$ cat src/rtl/ace_snoop_pkg.sv
// Shared types and helpers for the ACE snoop unit.
//   snoop_op_e     : operation requested from the cache for one snoop
//   Cr*            : bit positions inside CRRESP
//   Ac*            : ACSNOOP opcodes handled by the unit
//   decode_snoop() : ACSNOOP -> {cache op, supported}
//   snoop_resp()   : ACSNOOP + line state -> CRRESP
package ace_snoop_pkg;

  typedef enum logic [1:0] {
    OpRead       = 2'd0,
    OpMakeShared = 2'd1,
    OpInvalidate = 2'd2
  } snoop_op_e;

  localparam int unsigned CrDataTransfer = 0;
  localparam int unsigned CrError        = 1;
  localparam int unsigned CrPassDirty    = 2;
  localparam int unsigned CrIsShared     = 3;
  localparam int unsigned CrWasUnique    = 4;

  localparam logic [3:0] AcReadOnce           = 4'b0000;
  localparam logic [3:0] AcReadShared         = 4'b0001;
  localparam logic [3:0] AcReadClean          = 4'b0010;
  localparam logic [3:0] AcReadNotSharedDirty = 4'b0011;
  localparam logic [3:0] AcReadUnique         = 4'b0111;
  localparam logic [3:0] AcCleanShared        = 4'b1000;
  localparam logic [3:0] AcCleanInvalid       = 4'b1001;
  localparam logic [3:0] AcMakeInvalid        = 4'b1101;

  typedef struct packed {
    snoop_op_e op;
    logic      supported;
  } snoop_dec_t;

  function automatic snoop_dec_t decode_snoop(input logic [3:0] snoop);
    snoop_dec_t dec;
    dec.op        = OpRead;
    dec.supported = 1'b1;
    case (snoop)
      AcReadOnce:                     dec.op = OpRead;
      AcReadShared, AcReadClean,
      AcReadNotSharedDirty,
      AcCleanShared:                  dec.op = OpMakeShared;
      AcReadUnique, AcCleanInvalid,
      AcMakeInvalid:                  dec.op = OpInvalidate;
      default:                        dec.supported = 1'b0;
    endcase
    return dec;
  endfunction

  // A miss answers all-zero regardless of opcode; Error is never raised.
  function automatic logic [4:0] snoop_resp(input logic [3:0] snoop, input logic hit,
                                            input logic dirty, input logic shared);
    logic [4:0] resp;
    resp = '0;
    if (hit) begin
      resp[CrWasUnique] = ~shared;
      case (snoop)
        AcReadOnce: begin
          resp[CrDataTransfer] = 1'b1;
          resp[CrIsShared]     = 1'b1;
        end
        AcReadShared, AcReadClean, AcReadNotSharedDirty: begin
          resp[CrDataTransfer] = 1'b1;
          resp[CrIsShared]     = 1'b1;
          resp[CrPassDirty]    = dirty;
        end
        AcReadUnique, AcCleanInvalid: begin
          resp[CrDataTransfer] = 1'b1;
          resp[CrPassDirty]    = dirty;
        end
        AcCleanShared: begin
          resp[CrDataTransfer] = dirty;
          resp[CrIsShared]     = 1'b1;
          resp[CrPassDirty]    = dirty;
        end
        AcMakeInvalid: ;
        default:       resp = '0;
      endcase
    end
    return resp;
  endfunction

endpackage

$ cat src/rtl/fifo_v3.sv
// Synchronous FIFO (common_cells-style fifo_v3, active-high async reset variant).
//   clk_i, rst_i      : clock, asynchronous active-high reset
//   flush_i           : synchronous clear
//   full_o, empty_o   : status; with FALL_THROUGH empty_o also drops on a push into an empty FIFO
//   data_i, push_i    : write side
//   data_o, pop_i     : read side
module fifo_v3 #(
  parameter bit          FALL_THROUGH = 1'b0,
  parameter int unsigned DATA_WIDTH   = 32,
  parameter int unsigned DEPTH        = 8,
  parameter int unsigned ADDR_DEPTH   = (DEPTH > 1) ? $clog2(DEPTH) : 1
) (
  input  logic                  clk_i,
  input  logic                  rst_i,
  input  logic                  flush_i,
  output logic                  full_o,
  output logic                  empty_o,
  input  logic [DATA_WIDTH-1:0] data_i,
  input  logic                  push_i,
  output logic [DATA_WIDTH-1:0] data_o,
  input  logic                  pop_i
);

  localparam logic [ADDR_DEPTH-1:0] LastPtr = ADDR_DEPTH'(DEPTH - 1);

  logic [ADDR_DEPTH-1:0] read_ptr_q, read_ptr_d;
  logic [ADDR_DEPTH-1:0] write_ptr_q, write_ptr_d;
  logic [ADDR_DEPTH:0]   status_cnt_q, status_cnt_d;
  logic [DATA_WIDTH-1:0] mem_q [DEPTH];
  logic                  bypass;
  logic                  do_write;

  // Push straight through to a same-cycle pop when nothing is stored.
  assign bypass   = FALL_THROUGH && (status_cnt_q == '0) && push_i && pop_i;
  assign full_o   = (status_cnt_q == (ADDR_DEPTH + 1)'(DEPTH));
  assign empty_o  = (status_cnt_q == '0) && !(FALL_THROUGH && push_i);
  assign do_write = push_i && !full_o && !bypass;

  always_comb begin
    read_ptr_d   = read_ptr_q;
    write_ptr_d  = write_ptr_q;
    status_cnt_d = status_cnt_q;
    data_o       = mem_q[read_ptr_q];
    if (FALL_THROUGH && (status_cnt_q == '0) && push_i) data_o = data_i;

    if (do_write) begin
      write_ptr_d  = (write_ptr_q == LastPtr) ? '0 : write_ptr_q + 1'b1;
      status_cnt_d = status_cnt_d + 1'b1;
    end
    if (pop_i && !empty_o && !bypass) begin
      read_ptr_d   = (read_ptr_q == LastPtr) ? '0 : read_ptr_q + 1'b1;
      status_cnt_d = status_cnt_d - 1'b1;
    end
    if (flush_i) begin
      read_ptr_d   = '0;
      write_ptr_d  = '0;
      status_cnt_d = '0;
    end
  end

  always_ff @(posedge clk_i or posedge rst_i) begin
    if (rst_i) begin
      read_ptr_q   <= '0;
      write_ptr_q  <= '0;
      status_cnt_q <= '0;
    end else begin
      read_ptr_q   <= read_ptr_d;
      write_ptr_q  <= write_ptr_d;
      status_cnt_q <= status_cnt_d;
    end
  end

  always_ff @(posedge clk_i) begin
    if (do_write && !flush_i) mem_q[write_ptr_q] <= data_i;
  end

endmodule

$ cat src/rtl/ace_snoop_unit.sv
// ACE snoop-channel slave for the data cache.
// Buffers AC requests, performs one cache lookup per snoop, answers on CR and streams
// the line on CD (lowest beat first) when DataTransfer is set.
//   clk_i, rst_i                     : clock, asynchronous active-high reset
//   ac_*                             : AC snoop request channel (ac_prot_i is carried but unused)
//   cr_*                             : CR snoop response channel
//   cd_*                             : CD snoop data channel
//   cache_req_o/gnt_i/addr_o/op_o    : lookup request handshake
//   cache_rvalid_i/hit/dirty/shared/line : lookup result (state before the op is applied)
//   busy_o                           : work pending or in flight
module ace_snoop_unit
  import ace_snoop_pkg::*;
#(
  parameter int unsigned AddrWidth   = 64,
  parameter int unsigned DataWidth   = 64,
  parameter int unsigned LineWidth   = 128,
  parameter int unsigned AcFifoDepth = 2
) (
  input  logic                 clk_i,
  input  logic                 rst_i,
  input  logic                 ac_valid_i,
  output logic                 ac_ready_o,
  input  logic [AddrWidth-1:0] ac_addr_i,
  input  logic [3:0]           ac_snoop_i,
  input  logic [2:0]           ac_prot_i,
  output logic                 cr_valid_o,
  input  logic                 cr_ready_i,
  output logic [4:0]           cr_resp_o,
  output logic                 cd_valid_o,
  input  logic                 cd_ready_i,
  output logic [DataWidth-1:0] cd_data_o,
  output logic                 cd_last_o,
  output logic                 cache_req_o,
  input  logic                 cache_gnt_i,
  output logic [AddrWidth-1:0] cache_addr_o,
  output logic [1:0]           cache_op_o,
  input  logic                 cache_rvalid_i,
  input  logic                 cache_hit_i,
  input  logic                 cache_dirty_i,
  input  logic                 cache_shared_i,
  input  logic [LineWidth-1:0] cache_line_i,
  output logic                 busy_o
);

  localparam int unsigned Beats       = LineWidth / DataWidth;
  localparam int unsigned BeatWidth   = (Beats > 1) ? $clog2(Beats) : 1;
  localparam int unsigned OffsetWidth = $clog2(LineWidth / 8);
  localparam int unsigned AcWidth     = AddrWidth + 4 + 3;
  localparam logic [BeatWidth-1:0] LastBeat = BeatWidth'(Beats - 1);

  typedef enum logic [2:0] {StIdle, StReq, StWaitR, StSendCr, StSendCd} state_e;

  state_e                 state_q, state_d;
  logic [AddrWidth-1:0]   addr_q, addr_d;
  logic [3:0]             snoop_q, snoop_d;
  snoop_op_e              op_q, op_d;
  logic [4:0]             resp_q, resp_d;
  logic [LineWidth-1:0]   line_q, line_d;
  logic [BeatWidth-1:0]   beat_q, beat_d;

  logic                   ac_full, ac_empty, ac_pop;
  logic [AcWidth-1:0]     ac_rdata;
  logic [AddrWidth-1:0]   fifo_addr;
  logic [3:0]             fifo_snoop;
  snoop_dec_t             dec;

  // Fall-through so an AC accepted into an empty, idle unit is looked up the next cycle.
  fifo_v3 #(
    .FALL_THROUGH (1'b1),
    .DATA_WIDTH   (AcWidth),
    .DEPTH        (AcFifoDepth)
  ) u_ac_fifo (
    .clk_i   (clk_i),
    .rst_i   (rst_i),
    .flush_i (1'b0),
    .full_o  (ac_full),
    .empty_o (ac_empty),
    .data_i  ({ac_addr_i, ac_snoop_i, ac_prot_i}),
    .push_i  (ac_valid_i & ~ac_full),
    .data_o  (ac_rdata),
    .pop_i   (ac_pop)
  );

  assign ac_ready_o = ~ac_full;
  assign fifo_addr  = ac_rdata[AcWidth-1 -: AddrWidth];
  assign fifo_snoop = ac_rdata[6:3];
  assign dec        = decode_snoop(fifo_snoop);

  always_comb begin
    state_d     = state_q;
    addr_d      = addr_q;
    snoop_d     = snoop_q;
    op_d        = op_q;
    resp_d      = resp_q;
    line_d      = line_q;
    beat_d      = beat_q;
    ac_pop      = 1'b0;
    cache_req_o = 1'b0;
    cr_valid_o  = 1'b0;
    cd_valid_o  = 1'b0;
    cd_last_o   = 1'b0;

    unique case (state_q)
      StIdle: begin
        if (!ac_empty) begin
          ac_pop  = 1'b1;
          addr_d  = {fifo_addr[AddrWidth-1:OffsetWidth], {OffsetWidth{1'b0}}};
          snoop_d = fifo_snoop;
          op_d    = dec.op;
          if (dec.supported) begin
            state_d = StReq;
          end else begin
            resp_d  = '0;
            state_d = StSendCr;
          end
        end
      end
      StReq: begin
        cache_req_o = 1'b1;
        if (cache_gnt_i) state_d = StWaitR;
      end
      StWaitR: begin
        if (cache_rvalid_i) begin
          resp_d  = snoop_resp(snoop_q, cache_hit_i, cache_dirty_i, cache_shared_i);
          line_d  = cache_line_i;
          state_d = StSendCr;
        end
      end
      StSendCr: begin
        cr_valid_o = 1'b1;
        if (cr_ready_i) begin
          beat_d  = '0;
          state_d = resp_q[CrDataTransfer] ? StSendCd : StIdle;
        end
      end
      StSendCd: begin
        cd_valid_o = 1'b1;
        cd_last_o  = (beat_q == LastBeat);
        if (cd_ready_i) begin
          if (beat_q == LastBeat) begin
            beat_d  = '0;
            state_d = StIdle;
          end else begin
            beat_d = beat_q + 1'b1;
          end
        end
      end
      default: state_d = StIdle;
    endcase
  end

  always_ff @(posedge clk_i or posedge rst_i) begin
    if (rst_i) begin
      state_q <= StIdle;
      addr_q  <= '0;
      snoop_q <= '0;
      op_q    <= OpRead;
      resp_q  <= '0;
      line_q  <= '0;
      beat_q  <= '0;
    end else begin
      state_q <= state_d;
      addr_q  <= addr_d;
      snoop_q <= snoop_d;
      op_q    <= op_d;
      resp_q  <= resp_d;
      line_q  <= line_d;
      beat_q  <= beat_d;
    end
  end

  assign cr_resp_o    = resp_q;
  assign cd_data_o    = line_q[int'(beat_q) * DataWidth +: DataWidth];
  assign cache_addr_o = addr_q;
  assign cache_op_o   = op_q;
  assign busy_o       = (state_q != StIdle) | ~ac_empty;

endmodule

$ cat config.mk
export PLATFORM = sky130hd
export DESIGN_NAME = ace_snoop_unit
export DESIGN_NICKNAME = d
export VERILOG_FILES = /design/src/rtl/ace_snoop_pkg.sv /design/src/rtl/fifo_v3.sv /design/src/rtl/ace_snoop_unit.sv
export SDC_FILE = /design/constraint.sdc
export NUM_CORES = 1
export LEC_CHECK = 0
export CAP_MARGIN = 20
export CORE_UTILIZATION = 49
export DETAILED_ROUTE_END_ITERATION = 6
export PLACE_DENSITY = 0.8
export SLEW_MARGIN = 0
export SYNTH_ARGS = -nofsm -noshare
export SYNTH_HDL_FRONTEND = slang
export SYNTH_SLANG_ARGS = --single-unit
$ cat constraint.sdc
create_clock -name clk_i -period 7.7 [get_ports clk_i]
set_input_delay 1.54 -clock clk_i [delete_from_list [all_inputs] [get_ports clk_i]]
set_output_delay 1.54 -clock clk_i [all_outputs]
set_load 0.01 [all_outputs]
==> results.json <==
{
  "status": "finished, final reports clean",
  "place_area_mm2": 0.0175,
  "ir_drop_mv": 0.224,
  "critPathMaxStageDelay_ns": 0.65,
  "ys_ff_latch": 334,
  "library_cells_used_by_synthesis": 46,
  "signed_area_change_from_the_synthesized_netlist_to_the_final_layout_pct": 34.1,
  "clockRootBuffer": "clkbuf_16",
  "syn-mean-instance-area_um2": 11.0,
  "final_area_mm2": 0.0187,
  "place_hpwl_mm": 21.8,
  "final_nets": 1798,
  "worst_skew_pair.late_latency_ns": 0.52,
  "timing_worst_slew_pin_value_ns": 1.01,
  "grt_usage": 0.230,
  "ctsHoldBuffers": 0,
  "netlist_top_cells_count": "nand2_1, dfrtp_1, o21ai_0, edfxtp_1, mux2_2",
  "grt_pass1_wl_mm": 52.5,
  "cts-htree-levels": 2,
  "synth-edff-count": 128,
  "hold-worst-slack_ns": 0.469,
  "route.detailed.wl_per_inst_um": 17.3,
  "die_height_um": 171,
  "dpl.cell_count": 1924,
  "port_buffers": 337,
  "cts.sinks": 334,
  "cts-buffers-inserted": 37,
  "startpoint_type": "input pin",
  "ys_seq_area_frac": 0.644,
  "detailedRoute.firstPassIterationCount": 5,
  "fin_total_pwr_mw": 7.60,
  "drtAntennaViolNets": 0,
  "area_used_by_multi_input_combinational_logic_mm2": 0.00457,
  "die_outline_area_mm2": 0.0292,
  "critical_path.slowest_cell": "clkdlybuf4s50_1",
  "ff_latch_area_mm2": 0.00900,
  "largest_net_degree_at_the_start_of_global_routing": 133,
  "detailroute.via_count": 10200,
  "num-fill-cells": 2109,
  "area_leader_netlist": "dfrtp_1",
  "drive_gt1_frac": 0.0935,
  "critical_path.top_delay_family": "buffers and inverters",
  "hold_viol": 0,
  "maxCapViolations": 0,
  "synth_top_cell_area_share": 0.369,
  "postSynthCellCount": 1275,
  "cpMostUsedCell": "clkdlybuf4s50_1",
  "finalCriticalPeriod_ns": 4.73,
  "critical_path.n_buffers_inverters": 2,
  "cts.path.max_buffers": 3,
  "timing_max_transition_violations_final": 0,
  "drc": 0,
  "path_cells": "clkdlybuf4s50_1, nand2b_1, nand3_1, clkdlybuf4s50_1",
  "period_share": 0.614,
  "total_wirelength_of_the_detailed_routed_design_mm": 34.5,
  "core_mm2": 0.0279,
  "hold_path_class": "reg2reg",
  "dr.first_iter.drc_count": 719,
  "power_density_mw_per_mm2": 406,
  "setup_tns_ns": 0,
  "synthMostInstantiatedCell": "nand2_1",
  "final_count_of_negative_setup_slack_endpoints": 0,
  "vias_in_the_first_global_route": 9984,
  "timing.critical_path.arrival_ns": 3.19,
  "critPathCaptureType": "output port",
  "maxClockFrequency_mhz": 212,
  "cp.required_ns": 6.16,
  "synth_async_sr_flop_share": 0.617,
  "num_io_pins": 350,
  "synth_area_mm2": 0.0140,
  "yosys_most_used_dff": "dfrtp_1",
  "skew_ns": 0.0118,
  "cts-resized-gates": 0,
  "synth.area.top_cells": "dfrtp_1, edfxtp_1, nand2_1",
  "placement_rows": 61,
  "globalplace.congestion": 0.774,
  "vias_per_cell": 5.09,
  "grt_overflow_total": 0,
  "worstSetupPathType": "in2out",
  "antenna_found_initial": 2,
  "timing.slew.headroom": 0.328,
  "stdcell_count": 1994,
  "cts.repair_timing.setup_buffer_count": 0,
  "starting_density": 0.500,
  "critPathMaxFanout": 12,
  "rsz0062_at_grt": "no",
  "ys_warn_count": 0,
  "total_leakage_power_nw": 8.26,
  "clk_pin_slew_ns": 0.06,
  "floorplan.die.width_um": 171,
  "cts_tree": "done"
}
[registers in the layout, indices dropped and copies added (netlist names)]
name,cells
snoop_q,4
u_ac_fifo.write_ptr_q,1
u_ac_fifo.mem_q,128
beat_q,1
u_ac_fifo.read_ptr_q,1
cache_addr_o,60
cache_op_o,2
state_q,3
cr_resp_o,4
line_q,128
u_ac_fifo.status_cnt_q,2
[worst min-delay path, delay by kind of cell (launching register included)]
family | cells | cell delay [ns]
and+or+nand+nor | 2 | 0.10
DFF | 1 | 0.34
[worst paths after layout]
kind | startpoint | to | slack (ns) | cells past startpoint
worst min register to register | line_q[114]$_DFFE_PP0P_ | line_q[114]$_DFFE_PP0P_ | 0.47 | 2
worst max register to register | u_ac_fifo.status_cnt_q[0]$_DFF_PP0_ | cr_resp_o[4]$_DFFE_PP0P_ | 4.51 | 8
worst min-delay path | line_q[114]$_DFFE_PP0P_ | line_q[114]$_DFFE_PP0P_ | 0.47 | 2
max in group asynchronous | rst_i | u_ac_fifo.read_ptr_q$_DFFE_PP0P_ | 4.65 | 3
min in group asynchronous | rst_i | cache_addr_o[47]$_DFFE_PP0N_ | 1.53 | 2
worst max-delay path | ac_valid_i | busy_o | 2.97 | 4
[logic make-up after synthesis]
family                     after synthesis  synth area share
other                                    1          0.000268
and+or+nand+nor                        555             0.155
xor gates and xnor gates                 4           0.00251
buffers and inverters                   87            0.0324
muxes                                  134             0.103
AOI/OAI and AO/OA                      158            0.0609
adders and majority gates                2           0.00179
DFF                                    334             0.644
[placed cells by master, fill, tap and decap left out, types with 2 or more instances in the layout]
master / Yosys / routed
nand2_1: 527 / 527
nand2b_1: 2 / 2
o22ai_1: 3 / 3
mux2_2: 69 / 69
mux2i_1: 62 / 62
inv_8: 0 / 2
clkbuf_8: 0 / 5
or3_1: 2 / 2
o21ai_0: 130 / 130
clkbuf_1: 21 / 13
a21oi_1: 8 / 8
ha_1: 2 / 2
inv_6: 0 / 2
mux2i_2: 2 / 2
clkbuf_16: 0 / 38
o31ai_1: 2 / 2
clkinv_2: 0 / 5
buf_4: 6 / 10
nor2_1: 6 / 6
inv_1: 7 / 6
nor2b_1: 3 / 2
buf_16: 0 / 2
edfxtp_1: 128 / 128
a31oi_1: 3 / 3
nand3_1: 4 / 3
dfrtp_1: 206 / 204
xor2_1: 3 / 3
o211ai_1: 3 / 3
conb_1: 1 / 5
clkdlybuf4s50_1: 0 / 337
[per-layer routing]
metal / wire length, um / global-route usage
met1: 13700 / 0.285
met2: 16400 / 0.379
met3: 3670 / 0.0821
met4: 723 / 0.0641
met5: 13 / 0
[area by class of cell]
type	instances	area share
clock buffer	56	0.0570
tap	378	0.0252
clock inverter	11	0.00461
multi-input combinational	858	0.244
inverter	7	0.00180
timing repair buffer	349	0.187
sequential	334	0.480
antenna	1	0.000134
[metrics by stage]
step	worst slack, ns	util
final	2.97	0.671
after global routing	2.87	0.671
after CTS	2.97	0.669
after global placement	3.03	0.627
after detailed placement	2.99	0.627
after floorplan	0.536	-
[report_power, final]
group          leakage [nW]  internal, mW  switching, mW
Clock                 0.570         0.970          0.710
Sequential             3.76          2.57          0.367
Combinational          3.94          1.45           1.54
Total                  8.26          4.99           2.62
Note: power is estimated with default switching activity, not from simulation.
